===== src/rtl/pcileech_ft601_emu_if.sv =====
// Bundle of FT601 pad signals plus the host-side word streams for the FT601
// emulator.
//   master : FPGA design under emulation and host model. Drives the strobes,
//            write data/byte enables, host RX words and host TX ready.
//   slave  : emulator. Drives read data, bus enable, the RXF/TXE flags,
//            host RX ready and the host TX word stream.
interface pcileech_ft601_emu_if;
  logic        ft601_rst_n;
  logic [31:0] ft601_data_i;
  logic [3:0]  ft601_be_i;
  logic [31:0] ft601_data_o;
  logic        ft601_data_oe;
  logic        ft601_rxf_n;
  logic        ft601_txe_n;
  logic        ft601_wr_n;
  logic        ft601_rd_n;
  logic        ft601_oe_n;
  logic        ft601_siwu_n;
  logic [31:0] host_rx_data;
  logic        host_rx_valid;
  logic        host_rx_ready;
  logic [31:0] host_tx_data;
  logic [3:0]  host_tx_be;
  logic        host_tx_valid;
  logic        host_tx_ready;

  modport master (
    output ft601_rst_n, ft601_data_i, ft601_be_i, ft601_wr_n, ft601_rd_n,
           ft601_oe_n, ft601_siwu_n, host_rx_data, host_rx_valid, host_tx_ready,
    input  ft601_data_o, ft601_data_oe, ft601_rxf_n, ft601_txe_n,
           host_rx_ready, host_tx_data, host_tx_be, host_tx_valid
  );

  modport slave (
    input  ft601_rst_n, ft601_data_i, ft601_be_i, ft601_wr_n, ft601_rd_n,
           ft601_oe_n, ft601_siwu_n, host_rx_data, host_rx_valid, host_tx_ready,
    output ft601_data_o, ft601_data_oe, ft601_rxf_n, ft601_txe_n,
           host_rx_ready, host_tx_data, host_tx_be, host_tx_valid
  );
endinterface


===== src/rtl/pcileech_ft601_emu.sv =====
// Behavioural FT601 245-FIFO emulator. A host->FPGA FIFO (RX) is filled from
// the host word stream and drained across the pads by OE#/RD# reads; an
// FPGA->host FIFO (TX, data+byte enables) is filled by WR# writes and drained
// by the host word stream.
// Ports:
//   clk, rst_n     : bus clock, asynchronous active-low reset
//   bus (slave)    : FT601 pads and host streams, see pcileech_ft601_emu_if
//   rx_word_count  : words read across the pads (wraps)
//   tx_word_count  : words written across the pads (wraps)
//   proto_err      : sticky strobe-combination violation flag
module pcileech_ft601_emu #(
  parameter int PARAM_RX_DEPTH_LOG2 = 6,
  parameter int PARAM_TX_DEPTH_LOG2 = 6
) (
  input  logic                clk,
  input  logic                rst_n,
  pcileech_ft601_emu_if.slave bus,
  output logic [31:0]         rx_word_count,
  output logic [31:0]         tx_word_count,
  output logic                proto_err
);
  localparam int RXA = PARAM_RX_DEPTH_LOG2;
  localparam int TXA = PARAM_TX_DEPTH_LOG2;
  localparam logic [RXA:0] RX_DEPTH = (RXA+1)'(1 << RXA);
  localparam logic [TXA:0] TX_DEPTH = (TXA+1)'(1 << TXA);

  logic [31:0]    r_rx_mem [1 << RXA];
  logic [RXA-1:0] r_rx_wptr;
  logic [RXA-1:0] r_rx_rptr;
  logic [RXA:0]   r_rx_cnt;
  logic           r_rxf_n;
  logic           r_rx_ready;

  logic [35:0]    r_tx_mem [1 << TXA];
  logic [TXA-1:0] r_tx_wptr;
  logic [TXA-1:0] r_tx_rptr;
  logic [TXA:0]   r_tx_cnt;
  logic           r_txe_n;

  logic           r_data_oe;
  logic           r_proto_err;
  logic [31:0]    r_rx_words;
  logic [31:0]    r_tx_words;

  logic           w_rd_act;
  logic           w_wr_act;
  logic           w_rx_push;
  logic           w_rx_pop;
  logic           w_tx_push;
  logic           w_tx_pop;
  logic           w_err_set;
  logic [RXA:0]   w_rx_cnt_nxt;
  logic [TXA:0]   w_tx_cnt_nxt;
  logic           w_unused_siwu;

  // Strobes only count while the matching flag is asserted; a strobe seen
  // against a deasserted flag is neither a transfer nor a violation.
  assign w_rd_act  = bus.ft601_rst_n & ~bus.ft601_rd_n & ~r_rxf_n;
  assign w_wr_act  = bus.ft601_rst_n & ~bus.ft601_wr_n & ~r_txe_n;
  assign w_err_set = (w_wr_act & ~bus.ft601_oe_n) | (w_rd_act & bus.ft601_oe_n);

  assign w_rx_push = bus.ft601_rst_n & bus.host_rx_valid & r_rx_ready & (r_rx_cnt != RX_DEPTH);
  assign w_rx_pop  = w_rd_act & ~bus.ft601_oe_n & (r_rx_cnt != '0);
  assign w_tx_push = w_wr_act & (r_tx_cnt != TX_DEPTH);
  assign w_tx_pop  = bus.ft601_rst_n & bus.host_tx_ready & (r_tx_cnt != '0);

  assign w_rx_cnt_nxt = r_rx_cnt + (RXA+1)'(w_rx_push) - (RXA+1)'(w_rx_pop);
  assign w_tx_cnt_nxt = r_tx_cnt + (TXA+1)'(w_tx_push) - (TXA+1)'(w_tx_pop);

  // FIFO storage carries data only, so it has no reset.
  always_ff @(posedge clk) begin
    if (w_rx_push) r_rx_mem[r_rx_wptr] <= bus.host_rx_data;
    if (w_tx_push) r_tx_mem[r_tx_wptr] <= {bus.ft601_be_i, bus.ft601_data_i};
  end

  always_ff @(posedge clk or negedge rst_n) begin
    if (!rst_n) begin
      r_rx_wptr   <= '0;
      r_rx_rptr   <= '0;
      r_rx_cnt    <= '0;
      r_rxf_n     <= 1'b1;
      r_rx_ready  <= 1'b0;
      r_tx_wptr   <= '0;
      r_tx_rptr   <= '0;
      r_tx_cnt    <= '0;
      r_txe_n     <= 1'b1;
      r_data_oe   <= 1'b0;
      r_proto_err <= 1'b0;
      r_rx_words  <= '0;
      r_tx_words  <= '0;
    end else if (!bus.ft601_rst_n) begin
      // Chip reset flushes everything except the sticky error flag.
      r_rx_wptr   <= '0;
      r_rx_rptr   <= '0;
      r_rx_cnt    <= '0;
      r_rxf_n     <= 1'b1;
      r_rx_ready  <= 1'b0;
      r_tx_wptr   <= '0;
      r_tx_rptr   <= '0;
      r_tx_cnt    <= '0;
      r_txe_n     <= 1'b1;
      r_data_oe   <= 1'b0;
      r_rx_words  <= '0;
      r_tx_words  <= '0;
    end else begin
      if (w_rx_push) r_rx_wptr <= r_rx_wptr + 1'b1;
      if (w_rx_pop)  r_rx_rptr <= r_rx_rptr + 1'b1;
      if (w_tx_push) r_tx_wptr <= r_tx_wptr + 1'b1;
      if (w_tx_pop)  r_tx_rptr <= r_tx_rptr + 1'b1;
      r_rx_cnt   <= w_rx_cnt_nxt;
      r_tx_cnt   <= w_tx_cnt_nxt;
      // Flags look at the post-edge count so they are exact in the next cycle.
      r_rxf_n    <= (w_rx_cnt_nxt == '0);
      r_rx_ready <= (w_rx_cnt_nxt != RX_DEPTH);
      r_txe_n    <= (w_tx_cnt_nxt == TX_DEPTH);
      r_data_oe  <= ~bus.ft601_oe_n;
      if (w_rx_pop)  r_rx_words <= r_rx_words + 32'd1;
      if (w_tx_push) r_tx_words <= r_tx_words + 32'd1;
      if (w_err_set) r_proto_err <= 1'b1;
    end
  end

  // Read data is the FIFO head; forced to zero when nothing is queued.
  assign bus.ft601_data_o  = (r_rx_cnt != '0) ? r_rx_mem[r_rx_rptr] : 32'h0;
  assign bus.ft601_data_oe = r_data_oe;
  assign bus.ft601_rxf_n   = r_rxf_n;
  assign bus.ft601_txe_n   = r_txe_n;
  assign bus.host_rx_ready = r_rx_ready;
  assign bus.host_tx_data  = r_tx_mem[r_tx_rptr][31:0];
  assign bus.host_tx_be    = r_tx_mem[r_tx_rptr][35:32];
  assign bus.host_tx_valid = (r_tx_cnt != '0);
  assign rx_word_count     = r_rx_words;
  assign tx_word_count     = r_tx_words;
  assign proto_err         = r_proto_err;

  // SIWU# has no effect in this emulation.
  assign w_unused_siwu = bus.ft601_siwu_n;
endmodule


===== src/flat_wrapper.sv =====
// flat-port wrapper written by rule: the top's interface ports become plain ports
module pcileech_ft601_emu_flat 
#(
  parameter int PARAM_RX_DEPTH_LOG2 = 6,
  parameter int PARAM_TX_DEPTH_LOG2 = 6
)
  (clk, rst_n, rx_word_count, tx_word_count, proto_err, bus_ft601_rst_n, bus_ft601_data_i, bus_ft601_be_i, bus_ft601_wr_n, bus_ft601_rd_n, bus_ft601_oe_n, bus_ft601_siwu_n, bus_host_rx_data, bus_host_rx_valid, bus_host_tx_ready, bus_ft601_data_o, bus_ft601_data_oe, bus_ft601_rxf_n, bus_ft601_txe_n, bus_host_rx_ready, bus_host_tx_data, bus_host_tx_be, bus_host_tx_valid);
  pcileech_ft601_emu_if bus_i ();
  input  logic clk;
  input  logic rst_n;
  output logic [31:0] rx_word_count;
  output logic [31:0] tx_word_count;
  output logic proto_err;
  input wire logic [$bits(bus_i.ft601_rst_n)-1:0] bus_ft601_rst_n;
  input wire logic [$bits(bus_i.ft601_data_i)-1:0] bus_ft601_data_i;
  input wire logic [$bits(bus_i.ft601_be_i)-1:0] bus_ft601_be_i;
  input wire logic [$bits(bus_i.ft601_wr_n)-1:0] bus_ft601_wr_n;
  input wire logic [$bits(bus_i.ft601_rd_n)-1:0] bus_ft601_rd_n;
  input wire logic [$bits(bus_i.ft601_oe_n)-1:0] bus_ft601_oe_n;
  input wire logic [$bits(bus_i.ft601_siwu_n)-1:0] bus_ft601_siwu_n;
  input wire logic [$bits(bus_i.host_rx_data)-1:0] bus_host_rx_data;
  input wire logic [$bits(bus_i.host_rx_valid)-1:0] bus_host_rx_valid;
  input wire logic [$bits(bus_i.host_tx_ready)-1:0] bus_host_tx_ready;
  output wire logic [$bits(bus_i.ft601_data_o)-1:0] bus_ft601_data_o;
  output wire logic [$bits(bus_i.ft601_data_oe)-1:0] bus_ft601_data_oe;
  output wire logic [$bits(bus_i.ft601_rxf_n)-1:0] bus_ft601_rxf_n;
  output wire logic [$bits(bus_i.ft601_txe_n)-1:0] bus_ft601_txe_n;
  output wire logic [$bits(bus_i.host_rx_ready)-1:0] bus_host_rx_ready;
  output wire logic [$bits(bus_i.host_tx_data)-1:0] bus_host_tx_data;
  output wire logic [$bits(bus_i.host_tx_be)-1:0] bus_host_tx_be;
  output wire logic [$bits(bus_i.host_tx_valid)-1:0] bus_host_tx_valid;
  assign bus_i.ft601_rst_n = bus_ft601_rst_n;
  assign bus_i.ft601_data_i = bus_ft601_data_i;
  assign bus_i.ft601_be_i = bus_ft601_be_i;
  assign bus_i.ft601_wr_n = bus_ft601_wr_n;
  assign bus_i.ft601_rd_n = bus_ft601_rd_n;
  assign bus_i.ft601_oe_n = bus_ft601_oe_n;
  assign bus_i.ft601_siwu_n = bus_ft601_siwu_n;
  assign bus_i.host_rx_data = bus_host_rx_data;
  assign bus_i.host_rx_valid = bus_host_rx_valid;
  assign bus_i.host_tx_ready = bus_host_tx_ready;
  assign bus_ft601_data_o = bus_i.ft601_data_o;
  assign bus_ft601_data_oe = bus_i.ft601_data_oe;
  assign bus_ft601_rxf_n = bus_i.ft601_rxf_n;
  assign bus_ft601_txe_n = bus_i.ft601_txe_n;
  assign bus_host_rx_ready = bus_i.host_rx_ready;
  assign bus_host_tx_data = bus_i.host_tx_data;
  assign bus_host_tx_be = bus_i.host_tx_be;
  assign bus_host_tx_valid = bus_i.host_tx_valid;
  pcileech_ft601_emu #(.PARAM_RX_DEPTH_LOG2(PARAM_RX_DEPTH_LOG2), .PARAM_TX_DEPTH_LOG2(PARAM_TX_DEPTH_LOG2)) u_core (.clk(clk), .rst_n(rst_n), .bus(bus_i), .rx_word_count(rx_word_count), .tx_word_count(tx_word_count), .proto_err(proto_err));
endmodule

===== config.mk =====
export PLATFORM = sky130hd
export DESIGN_NAME = pcileech_ft601_emu_flat
export DESIGN_NICKNAME = d
export VERILOG_FILES = /design/src/rtl/pcileech_ft601_emu_if.sv /design/src/rtl/pcileech_ft601_emu.sv /design/src/flat_wrapper.sv
export SDC_FILE = /design/constraint.sdc
export NUM_CORES = 2
export LEC_CHECK = 0
export ABC_CLOCK_PERIOD_IN_PS = 3340
export CAP_MARGIN = 20
export CORE_MARGIN = 4
export CORE_UTILIZATION = 49
export DETAILED_ROUTE_END_ITERATION = 8
export PLACE_DENSITY = 0.67
export SLEW_MARGIN = 20
export SYNTH_ARGS = -nofsm -noshare
export SYNTH_HDL_FRONTEND = slang
export SYNTH_MEMORY_MAX_BITS = 65536
export SYNTH_SLANG_ARGS = --single-unit

===== constraint.sdc =====
create_clock -name clk -period 3.34 [get_ports clk]
set_input_delay 1.002 -clock clk [delete_from_list [all_inputs] [get_ports clk]]
set_output_delay 1.002 -clock clk [all_outputs]
set_load 0.02 [all_outputs]

==> Word level (Yosys, flattened, before mapping) <==
Memories as Yosys holds them, arrays and structs flattened.
Cells that the tools add are included.
{ "totals": {"regBits": 107, "ram_bits": 4352, "inputBits": 77, "output_inout_bits": 138, "elab_cells": 80, "mem_count": 2} }
{ "op_classes": {"add_sub_neg": 10, "n_eq_ne": 8, "muxes": 23, "bitwise_logic": 20, "n_reduce_logical": 4} }
{ "memory_table": {"columns": ["memory", "words", "width", "read_ports", "rd_ports_with_merged_regs", "wr", "line_no", "text"], "rows": [
  ["u_core.r_tx_mem", 64, 36, 1, 0, 1, "pcileech_ft601_emu.sv:34", "logic [35:0] r_tx_mem [1 << TXA];"],
  ["u_core.r_rx_mem", 64, 32, 1, 0, 1, "pcileech_ft601_emu.sv:27", "logic [31:0] r_rx_mem [1 << RXA];"]
]} }
{ "ops": {"columns": ["op", "n"], "rows": [
  ["$mux W32", 5],
  ["$add A32 B1 Y32 const B", 2],
  ["$mux W6", 8],
  ["$add A6 B1 Y6 const B", 4],
  ["$ne A7 B7 Y1 const B", 3],
  ["$add A7 B1 Y7", 2],
  ["$and A1 B1 Y1", 14],
  ["$mux W7", 2],
  ["$reduce_bool A7 Y1", 2],
  ["$sub A7 B1 Y7", 2],
  ["$mux W1", 8],
  ["$ne A2 B1 Y1 const B", 4],
  ["$eq A7 B7 Y1 const B", 1],
  ["$logic_not A7 Y1", 1],
  ["$not A1 Y1", 5],
  ["$reduce_and A2 Y1", 1],
  ["$or A1 B1 Y1", 1]
]} }

==> Depth between registers and ports, before layout <==
{ "depth": {"ltp_word": 8, "depth_mapped": 17, "mapped_depth_nobuf": 16} }

==> Worst setup path after synthesis <==
OpenSTA, ideal clock, no wires.
{ "synth_timing": {"kind": "input to register", "from": "input port bus_ft601_wr_n", "to": "memory u_core.r_tx_mem[62][0] (enable)", "setup_time_ps": 429, "arrival_time_ps": 3870, "t_required_ps": 2911, "slack_ps": -959, "path_stages": 6, "path_buffers": 1, "path_cell_list": "or3b_1 -> a21o_1 -> inv_1 -> clkbuf_1 -> nand4b_1 -> nor2_1"} }
{ "synth_between": {"elab_chain_len": 6} }
{ "synth_lines": {"columns": ["element", "line_no", "text"], "rows": [
  ["from (decl)", "flat_wrapper.sv:17", "input wire logic [$bits(bus_i.ft601_wr_n)-1:0] bus_ft601_wr_n;"],
  ["$not A1 Y1", "pcileech_ft601_emu.sv:59", "assign w_wr_act = bus.ft601_rst_n & ~bus.ft601_wr_n & ~r_txe_n;"],
  ["$and A1 B1 Y1 (2 in series)", "pcileech_ft601_emu.sv:59", null],
  ["$and A1 B1 Y1", "pcileech_ft601_emu.sv:64", "assign w_tx_push = w_wr_act & (r_tx_cnt != TX_DEPTH);"],
  ["$mux W1", "pcileech_ft601_emu.sv:73", "if (w_tx_push) r_tx_mem[r_tx_wptr] <= {bus.ft601_be_i, bus.ft601_data_i};"],
  ["$mux W1 (implied by the code)", "pcileech_ft601_emu.sv:73", null],
  ["to (decl)", "pcileech_ft601_emu.sv:34", null]
]} }
Every way passes these cells.

==> Worst setup path in the final report <==
{ "layout_timing": {"from": "register u_core.r_tx_rptr[0]", "to": "output port bus_host_tx_data[1]"} }
{ "layout_between": {"elab_chain_len": 1} }
{ "layout_lines": {"columns": ["element", "line_no", "text"], "rows": [
  ["from (decl)", "pcileech_ft601_emu.sv:36", "logic [TXA-1:0] r_tx_rptr;"],
  ["from (signal assigned)", "pcileech_ft601_emu.sv:109", "if (w_tx_pop) r_tx_rptr <= r_tx_rptr + 1'b1;"],
  ["$mem_v2 Z64 W36", null, null],
  ["to (decl)", "flat_wrapper.sv:29", "output wire logic [$bits(bus_i.host_tx_data)-1:0] bus_host_tx_data;"]
]} }
Every way passes these cells.

==> flow_summary.toml <==
[synthesis]
synth_edf_count = 4352
ys.flop_type = "edfxtp_1"
synth_compound_area_frac = 0.02077
ys_warn_count = 0
yosysTopAreaCellShare = 0.7621
synth-simple-area-share = 0.01712
synthMuxAreaShare = 0.1669
synth_area_mm2 = 0.1715
synth_area_leaders = "edfxtp_1 (76%), mux4_2 (14%), mux2i_1 (2.3%)"
synth-adder-area-share = 0.001985
yosysUniqueCellTypes = 64
async_flop_share = 0.02400
syn_avg_cell_area_um2 = 22.41
yosysTopAreaCell = "edfxtp_1"
ys_ff_latch = 4459
synth_top_family_by_area = "multiplexers"
ys_seq_area_frac = 0.7778
synth_xor_area_frac = 0.004035
synth_cells = 7650
synth_nets = 7753

[run]
drv_cap = 0

[global_routing]
antenna_found_initial = 26
grt-ovfl-total = 0
grt_pass1_vias = 89616
globalRouteTotalUtil = 0.2526
grt_start_max_net_pins = 79
grt_pass1_wl_um = 653100

[route]
routedWlPerCell_um = 32.54
drt_wl_total_um = 460300
vias = 88996
viasPerCell = 6.291
antenna_left = 0
dr.pass1.iters = 6
drc = 0
drtIter0Drc = 12840

[layout]
register_area_mm2 = 0.1334
post-route-util = 0.6048
fillers = 23344
multiInputGateArea_mm2 = 0.03913
syn2layout_area_growth_pct = 22.49
drive_gt1_frac = 0.3763
finish.net_count = 9293

[clocking]
cts_made_buffers = 435
clk_latency_ns = 0.99
cts_sinks = 4459
cts_buffer_depth = 4
h-tree-depth = 5
cts_tree = "yes"
clk_pin_slew_ns = 0.06
cts-root-buf = "clkbuf_16"

[placement]
dpl.hpwl_um = 276700
routabilityCongestion = 0.8490
numPortBuffers = 213

[pwr]
power.leakage_nw = 66.49
cellInternalPower_mw = 102.3
p_per_area_mw_per_mm2 = 643.1
p_sw_frac = 0.2429
power.share.sequential = 0.458
switchingPower_mw = 32.81
pwr-share-comb = 0.184
p_clk_frac = 0.358
irDropWorstVdd_v = 0.0006848

[sta]
timing.hold.ws_ns = 0.2291
drv_slew = 0
rsz0062_at_grt = "yes"
hold_viol = 0
finalWorstSetupSlack_ns = -1.487
worstMarginPinSlew_ns = 1.089
setup_viol = 68
relSlewSlack = 0.2731
fmax_mhz = 207.1
fin_crit_sh = 1.445
period_minus_slack_ns = 4.827
clock_skew_ns = 0.1197

[setup_path]
crit_fanout = 8
reg2reg_depth = 18
slowest_stage = "dfrtp_4"
startpoint_type = "flip-flop"
arrival_ns = 3.83
cpPeakStageDelay_ns = 0.52
worst_ep_required_time_ns = 2.34
path_cells = "buf_12 -> buf_12 -> buf_16 -> or3b_4 -> buf_4 -> o22ai_1 -> a311o_1 -> o21ai_0 -> buf_4 -> a21oi_4 -> buf_12"
cpMostUsedCell = "buf_12"
critPathKind = "flip-flop to output pin"
endpoint_kind = "output pin"
rrSetupSlack_ns = 0.04

[floorplan]
core_area_mm2 = 0.3473
row_count = 216
initial_utilization = 0.4937
die_x_um = 599.6
dieHeight_um = 599.6
die_area_mm2 = 0.3595
pin_count = 215

[run_status]
status = "complete, but fails checks"
violations = "setup timing"

[min_path]
hold_depth = 1
hp-class = "input pin to flip-flop"
## worst paths after layout
| path | start | to |
|---|---|---|
| hold / removal | bus_host_rx_data[27] | u_core.r_rx_mem[58][27] |
| min in group asynchronous | rst_n | u_core.r_rx_wptr[1] |
| setup reg to reg | u_core.r_rx_cnt[2] | u_core.bus.host_rx_ready |
| hold reg to reg | u_core.proto_err | u_core.proto_err |
| setup / recovery | u_core.r_tx_rptr[0] | bus_host_tx_data[1] |
| max in group asynchronous | rst_n | u_core.bus.ft601_txe_n |
## cell usage in the layout (no fill, tap or decap), types with 42 or more instances in the layout
cell             netlist  layout
buf_2                148      65
buf_12                 0     348
buf_16                 0      44
buf_6                  0     113
clkdlybuf4s50_1        0      74
clkinv_1               3      96
clkinv_2               0      80
xor2_1                42      42
mux2i_1              399     351
mux4_2              1093    1093
edfxtp_1            4352    4352
nand3_1               69      61
nor2_1               293     143
buf_4                 23     826
o22ai_1               65      47
nor2_4                 0     131
clkbuf_16              0     452
dfrtp_1              105      94
nand2_1              104      96
clkbuf_1             173      94
## final cells by class
cell class,instances,share of cell area
sequential,4459,0.6351
inverter,35,0.0006732
clock inverter,261,0.01203
timing repair buffer,1519,0.08369
clock buffer,542,0.05474
tap,4578,0.02727
multi-input combinational,2740,0.1863
antenna,13,0.0001549
## power groups by stage
stage	Combinational, mW	Sequential, mW	Clock (mW)
CTS	23.7	61.8	49.0
finish	24.9	61.8	48.4
detailed placement	20.3	63.0	0
global placement	20.0	63.0	0
global route	26.1	61.8	51.5
floorplan	12.0	63.0	0
## what timing repair did
item                                    4_1_cts  5_1_grt
hold endpoints to repair                     12        0
buffers inserted                            124      104
endpoints found under the setup margin       73       73
cloned                                       28       10
gates resized for setup                     672      246
hold buffers                                  1        0
pin swaps                                   106       93
## metrics by stage
stage / cell area [µm²] / TNS, ns / setup slack [ns] / total power, mW / instances
after CTS: 208200 / -96.14 / -1.561 / 134.4 / 14037
after global routing: 210000 / -95.88 / -1.568 / 139.4 / 14141
final: 210000 / -89.63 / -1.487 / 135.1 / 14147
after global placement: 190100 / -496.62 / -1.353 / 83.01 / 13089
after floorplan: 171900 / -1111.20 / -0.4943 / 74.93 / 7650
after detailed placement: 190100 / -605.13 / -1.130 / 83.28 / 13089
## Yosys cell counts, types with 23 or more instances
master	instances
ha_1	24
nand3_1	69
nor2_1	293
xor2_1	42
a2111oi_0	41
a22oi_1	48
xnor2_1	37
inv_1	31
clkbuf_1	173
o21ai_0	97
buf_1	72
mux2i_1	399
buf_2	148
o22ai_1	65
nor3_1	32
a221oi_1	50
nand2_1	104
a21oi_1	55
o221ai_1	31
dfrtp_1	105
mux4_2	1093
edfxtp_1	4352
buf_4	23
## worst max-delay path, delay by kind of cell, from the launching register on
kind,cells,cell delay [ns]
AOI/OAI and AO/OA,4,0.80
DFF,1,0.52
buffers and inverters,6,1.03
and+or+nand+nor,1,0.48
## logic make-up after synthesis
| family | Yosys count |
|---|---|
| flops | 4459 |
| mux | 1492 |
| simple gates | 637 |
| compound gates | 506 |
| buf+inv | 451 |
| xor+xnor | 79 |
| fa+ha+maj | 26 |
## routing by layer
metal,vias up,GRT usage,wire [µm]
met3,726,0.04921,49300
met2,5183,0.3866,216400
met5,-,0,43
li1,35591,-,-
met4,6,0.07226,13490
met1,47490,0.3752,181100
## registers in the layout, summed over array words and instances, names as in the netlist
| signal | cells |
|---|---|
| u_core.bus.host_rx_ready | 1 |
| u_core.proto_err | 1 |
| u_core.r_rx_mem | 2048 |
| u_core.r_rx_rptr | 6 |
| u_core.rx_word_count | 32 |
| u_core.bus.ft601_txe_n | 1 |
| u_core.r_rx_wptr | 6 |
| u_core.bus.ft601_rxf_n | 1 |
| u_core.tx_word_count | 32 |
| u_core.r_tx_wptr | 6 |
| u_core.bus.ft601_data_oe | 1 |
| u_core.r_rx_cnt | 7 |
| u_core.r_tx_rptr | 6 |
| u_core.r_tx_mem | 2304 |
| u_core.r_tx_cnt | 7 |
(Power assumes the default switching activity.)
